==> src/rtl/alu_pkg.sv <==
// Shared ALU constants: operand width and function codes.
// Imported by the HI/LO divider and by the ALU output multiplexer.
package alu_pkg;

    localparam int unsigned FUNC_W = 6;
    localparam int unsigned DATA_W = 32;

    typedef logic [FUNC_W-1:0] func_t;

    localparam func_t FN_SLL  = 6'b000000;
    localparam func_t FN_MFHI = 6'b010000;
    localparam func_t FN_MFLO = 6'b010010;
    localparam func_t FN_DIVU = 6'b011011;
    localparam func_t FN_ADD  = 6'b100000;
    localparam func_t FN_SUB  = 6'b100010;
    localparam func_t FN_AND  = 6'b100100;
    localparam func_t FN_OR   = 6'b100101;
    localparam func_t FN_SLT  = 6'b101010;

endpackage

==> src/rtl/divu_step.sv <==
// One restoring-division iteration (combinational).
// Ports:
//   rem, quo, divisor   - current partial remainder, quotient/dividend shifter, divisor
//   rem_next_c          - partial remainder after this iteration
//   quo_next_c          - quotient/dividend shifter after this iteration
module divu_step #(
    parameter int unsigned WIDTH = 32
) (
    input  logic [WIDTH-1:0] rem,
    input  logic [WIDTH-1:0] quo,
    input  logic [WIDTH-1:0] divisor,
    output logic [WIDTH-1:0] rem_next_c,
    output logic [WIDTH-1:0] quo_next_c
);

    logic [WIDTH:0] rem_sh;
    logic [WIDTH:0] diff;

    // Shift {rem, quo} left by one and trial-subtract; the extra MSB is the borrow.
    always_comb begin
        rem_sh = {rem, quo[WIDTH-1]};
        diff   = rem_sh - {1'b0, divisor};
        if (diff[WIDTH]) begin
            rem_next_c = rem_sh[WIDTH-1:0];
            quo_next_c = {quo[WIDTH-2:0], 1'b0};
        end else begin
            rem_next_c = diff[WIDTH-1:0];
            quo_next_c = {quo[WIDTH-2:0], 1'b1};
        end
    end

endmodule

==> src/rtl/divu_hilo.sv <==
// Sequential unsigned divider owning the HI/LO register pair.
// A DIVU function code seen while idle starts a 32-iteration restoring
// division; the remainder lands in HI and the quotient in LO.
// Ports:
//   clk, reset        - clock, asynchronous active-low reset
//   dataA, dataB      - dividend / divisor, sampled on the start edge
//   Signal            - ALU function code
//   HiOut, LoOut      - HI (remainder) and LO (quotient) registers
//   busy              - division in progress
//   done              - one-cycle pulse after HI/LO are written
module divu_hilo
    import alu_pkg::*;
#(
    parameter int unsigned       WIDTH     = DATA_W,
    parameter logic [FUNC_W-1:0] DIVU_CODE = FN_DIVU
) (
    input  logic              clk,
    input  logic              reset,
    input  logic [WIDTH-1:0]  dataA,
    input  logic [WIDTH-1:0]  dataB,
    input  logic [FUNC_W-1:0] Signal,
    output logic [WIDTH-1:0]  HiOut,
    output logic [WIDTH-1:0]  LoOut,
    output logic              busy,
    output logic              done
);

    localparam int unsigned     CNT_W    = $clog2(WIDTH);
    localparam logic [CNT_W-1:0] CNT_LAST = CNT_W'(WIDTH - 1);

    typedef enum logic [1:0] {
        S_IDLE = 2'd0,
        S_DIV  = 2'd1,
        S_DONE = 2'd2
    } state_t;

    state_t            state;
    state_t            state_next;
    logic [WIDTH-1:0]  rem;
    logic [WIDTH-1:0]  quo;
    logic [WIDTH-1:0]  divisor;
    logic [CNT_W-1:0]  cnt;
    logic [WIDTH-1:0]  rem_step_c;
    logic [WIDTH-1:0]  quo_step_c;
    logic              load_c;
    logic              iter_c;
    logic              commit_c;

    divu_step #(
        .WIDTH (WIDTH)
    ) u_step (
        .rem        (rem),
        .quo        (quo),
        .divisor    (divisor),
        .rem_next_c (rem_step_c),
        .quo_next_c (quo_step_c)
    );

    // State register
    always_ff @(posedge clk or negedge reset) begin
        if (!reset) state <= S_IDLE;
        else        state <= state_next;
    end

    // Next-state logic; DIVU while busy is ignored
    always_comb begin
        state_next = state;
        case (state)
            S_IDLE:  if (Signal == DIVU_CODE) state_next = S_DIV;
            S_DIV:   if (cnt == CNT_LAST)     state_next = S_DONE;
            S_DONE:  state_next = S_IDLE;
            default: state_next = S_IDLE;
        endcase
    end

    // Datapath controls decoded from the current state
    always_comb begin
        load_c   = 1'b0;
        iter_c   = 1'b0;
        commit_c = 1'b0;
        case (state)
            S_IDLE:  load_c   = (Signal == DIVU_CODE);
            S_DIV:   iter_c   = 1'b1;
            S_DONE:  commit_c = 1'b1;
            default: ;
        endcase
    end

    // Working registers: operand capture on start, one iteration per DIV cycle
    always_ff @(posedge clk or negedge reset) begin
        if (!reset) begin
            rem     <= '0;
            quo     <= '0;
            divisor <= '0;
            cnt     <= '0;
        end else if (load_c) begin
            rem     <= '0;
            quo     <= dataA;
            divisor <= dataB;
            cnt     <= '0;
        end else if (iter_c) begin
            rem     <= rem_step_c;
            quo     <= quo_step_c;
            cnt     <= cnt + CNT_W'(1);
        end
    end

    // HI/LO only change on commit; status flags registered off next state
    always_ff @(posedge clk or negedge reset) begin
        if (!reset) begin
            HiOut <= '0;
            LoOut <= '0;
            busy  <= 1'b0;
            done  <= 1'b0;
        end else begin
            if (commit_c) begin
                HiOut <= rem;
                LoOut <= quo;
            end
            busy <= (state_next != S_IDLE);
            done <= commit_c;
        end
    end

endmodule

==> config.mk <==
export PLATFORM = sky130hd
export DESIGN_NAME = divu_hilo
export DESIGN_NICKNAME = d
export VERILOG_FILES = /design/src/rtl/alu_pkg.sv /design/src/rtl/divu_step.sv /design/src/rtl/divu_hilo.sv
export SDC_FILE = /design/constraint.sdc
export NUM_CORES = 1
export LEC_CHECK = 0
export CAP_MARGIN = 20
export CORE_MARGIN = 10
export CORE_UTILIZATION = 47
export CTS_CLUSTER_DIAMETER = 150
export CTS_CLUSTER_SIZE = 10
export DETAILED_ROUTE_END_ITERATION = 10
export GPL_ROUTABILITY_DRIVEN = 0
export PLACE_DENSITY = 0.82
export SYNTH_ARGS = -nofsm -noshare
export SYNTH_HDL_FRONTEND = slang
export SYNTH_HIERARCHICAL = 1
export SYNTH_SLANG_ARGS = --single-unit
==> constraint.sdc <==
create_clock -name clk -period 3.8 [get_ports clk]
set_clock_uncertainty 0.1 [all_clocks]
set_input_delay 0.57 -clock clk [delete_from_list [all_inputs] [get_ports clk]]
set_output_delay 0.57 -clock clk [all_outputs]
set_load 0.05 [all_outputs]
==> results by group <==
Pwr
  • Leakage power total: 5.48 nW
  • VDD IR max: 438 uV
  • Overall power: 10.5 mW
  • Power density cells: 915 mW/mm^2

Job
  • Max Cap Violations: 0

Worst setup path
  • Worst flop-to-flop path startpoint: quo[31]
  • RR Endpoint: quo[0]
  • Worst Path Arrival: 3810 ps
  • Crit end category: flip-flop
  • Crit Path Category: flip-flop to flip-flop
  • R2R setup slack: 200 ps
  • Worst R2R Path Depth: 14
  • Setup crit start: quo[31]
  • Crit path max fanout: 12
  • Req. time, crit path: 4020 ps
  • Element type at the critical path start: flip-flop

Floorplanning
  • Starting Density: 48.4%
  • Die X: 162 um
  • # rows: 51
  • Total I/O pin count: 138
  • Die H: 162 um
  • Die area: 0.0263 sq mm
  • Core area: 0.0197 sq mm

Timing
  • Fmax: 278 MHz
  • Unrepaired setup endpoints after global routing: false
  • Max-slew violations: 0
  • Final min period: 3600 ps
  • Final setup violation count: 0
  • Slew headroom: 50.0%
  • Worst Max-Slew Pin Slew: 751 ps
  • Setup TNS: 0 ps
  • Hold Fails Final Rpt: 0
  • Final period util: 94.6%

Route
  • First DRT Iteration DRCs: 475
  • Vias: 7084
  • Top Layer Used: met4
  • DRT met1 WL: 10.4 mm
  • Wire length per cell: 17.3 um
  • Metal2 WL: 11.2 mm
  • Final WL: 23.0 mm
  • Via density: 5.31
  • Met3 WL: 1.12 mm
  • Drt first pass iters: 5
  • DRC viols: 0
  • Routed Antenna Nets: 0

Synthesis
  • Syn Nets: 1065
  • Seq/Total Area, Yosys: 44.5%
  • Yosys warns: 6
  • Number of flops mapped to enable cells by yosys: 0
  • Post-synth ARST share: 100%
  • Mean Syn Cell Area: 9.92 sq um
  • Synth Register Bits: 169
  • Gate Count Post-Synth: 958
  • Top FF cell, synth: dfrtp_1
  • Yosys cell types: 68
  • Mapped Area: 0.00950 sq mm

Final layout
  • Area growth syn-to-layout: 20.8%
  • Share of cells above drive strength 1: 16.2%
  • ANT cells: 0
  • Final core occ: 58.4%
  • Final layout net count: 1162

Global routing
  • Vias in the first global route: 7488
  • First-pass GRT wire length: 38.2 mm
  • Largest net degree at the start of global routing: 83
  • Grt ovf: 0
  • Initial antenna violation count: 0
  • GRT Util Overall: 17.6%

Min path
  • Worst hold path type: input pin to asynchronous set/reset pin

Clocking
  • Clk buf depth: 2
  • CTS tree: yes
  • H-tree depth: 4
  • CTS sink count: 169
  • Reg clk slew, reported paths: 70 ps
  • Worst-Skew Late Latency: 430 ps
  • Clk root buf: clkbuf_16
  • CTS buffer count: 17

Placed design
  • PortBufs: 137
  • Detailed placement HPWL: 16.1 mm

Run status
  • Status: finished, final reports clean
[cell usage in the layout (no fill, tap or decap), types with 4 or more instances in the layout]
cell / instances
nand2_1: 281
dfrtp_1: 169
clkdlybuf4s50_1: 136
o21ai_0: 54
mux2_2: 54
mux2_4: 47
ha_1: 34
inv_1: 34
a21oi_1: 24
mux2_1: 18
clkbuf_16: 17
a21o_1: 17
nand3_1: 16
buf_4: 15
xnor2_1: 13
xor2_1: 13
nor2_1: 11
nor3_1: 7
o21a_1: 7
and3_1: 6
clkinv_8: 6
a31oi_1: 6
o21bai_1: 5
inv_8: 5
nand4_1: 5
nor2b_1: 4
o2111ai_1: 4
[cells by family (layout without fill, tap and decap cells)]
| logic type | count (synthesis) | in the layout | synth area share [%] |
|---|---|---|---|
| AO/OA/AOI/OAI | 138 | 138 | 9.15 |
| buffers and inverters | 114 | 224 | 7.14 |
| multiplexers | 121 | 121 | 16.3 |
| XOR/XNOR | 26 | 26 | 2.40 |
| AND/OR/NAND/NOR | 355 | 355 | 15.8 |
| flip-flops | 169 | 169 | 44.5 |
| adder cells (fa/ha/maj) | 35 | 35 | 4.69 |
[report_power, final]
part	switching, mW	leakage (nW)	internal (mW)	total, mW
sequential	0.453	2.22	2.38	2.83
combinational	3.05	2.98	2.89	5.94
clock	0.849	0.288	0.891	1.74
[flip-flops by register name (all words and copies together), names as in the netlist]
register	flops
rem	32
LoOut	32
state	2
divisor	32
HiOut	32
cnt	5
quo	32
done	1
busy	1
[through the flow]
| stage | instance area, sq um | setup slack [ps] | hold WS, ps | instances |
|---|---|---|---|---|
| final | 11500 | 203 | 84.6 | 1333 |
| after global routing | 11500 | 12.5 | 133 | 1333 |
| after CTS | 11400 | 34.8 | 111 | 1326 |
| after detailed placement | 10800 | 54.2 | 361 | 1294 |
| after global placement | 10800 | 148 | 357 | 1293 |
| after floorplan | 9500 | 212 | 174 | 958 |
[how the worst max path moves through the flow]
| stage | endpoint | cells after the start |
|---|---|---|
| floorplan | quo[0] | 16 |
| global placement | quo[0] | 14 |
| detailed placement | quo[0] | 14 |
| CTS | quo[0] | 14 |
| global route | quo[0] | 14 |
| finish | quo[0] | 14 |
[layout make-up]
class | instances | area (sq um)
multi-input cells | 675 | 4610
repair inverters | 1 | 8.76
flip-flops and latches | 169 | 4230
clock buffers | 17 | 425
well taps | 265 | 332
fillers | 1669 | 8170
clock inverters | 15 | 179
repair buffers | 155 | 1550
inverters | 36 | 148
[critical path, cell delays in order, from the launching register on]
cell and delay (ps):
dfrtp_1 350, inv_1 50, ha_1 220, fa_1 410, and2b_2 250, o2111ai_2 130
a21oi_2 220, o2111ai_1 190, a211oi_2 280, nor2_4 100, mux2i_4 210, and2_4 280
clkinv_8 140, mux2_2 280, mux2_1 280
[cell usage after synthesis (2+ instances only)]
cell type | count | area (sq um)
o21ai_0 | 54 | 270
mux2_4 | 47 | 706
buf_1 | 11 | 41.3
clkbuf_1 | 14 | 52.6
buf_12 | 3 | 60.1
a21o_1 | 17 | 128
nor3_1 | 7 | 35.0
ha_1 | 34 | 425
buf_2 | 6 | 30.0
and3_1 | 6 | 37.5
o31ai_1 | 3 | 22.5
buf_4 | 38 | 285
inv_1 | 35 | 131
nand3_1 | 16 | 80.1
buf_6 | 5 | 56.3
mux2_2 | 54 | 608
a211oi_1 | 2 | 15.0
nand2_1 | 281 | 1050
nor3b_1 | 2 | 15.0
nor2b_1 | 5 | 31.3
dfrtp_1 | 169 | 4230
a31oi_1 | 6 | 37.5
or3_1 | 3 | 18.8
nand2b_1 | 4 | 25.0
and3_4 | 2 | 22.5
o2111ai_1 | 4 | 35.0
o21a_1 | 7 | 52.6
mux2_1 | 18 | 203
a21oi_1 | 24 | 120
o21bai_1 | 5 | 37.5
nand4_1 | 5 | 31.3
nor2_1 | 11 | 41.3
xor2_1 | 13 | 114
xnor2_1 | 13 | 114
[layer usage]
| metal | up-vias | track usage (%) |
|---|---|---|
| met4 | 0 | 4.59 |
| met2 | 201 | 29.7 |
| met5 | - | 0 |
| met1 | 3460 | 22.3 |
| li1 | 3395 | - |
| met3 | 28 | 4.02 |
[timing repair]
action,in CTS,in global routing
hold buffers,0,0
buffers inserted,0,5
endpoints found under the setup margin,0,24
resized for setup,0,1
Note: power is estimated with default switching activity, not from simulation.
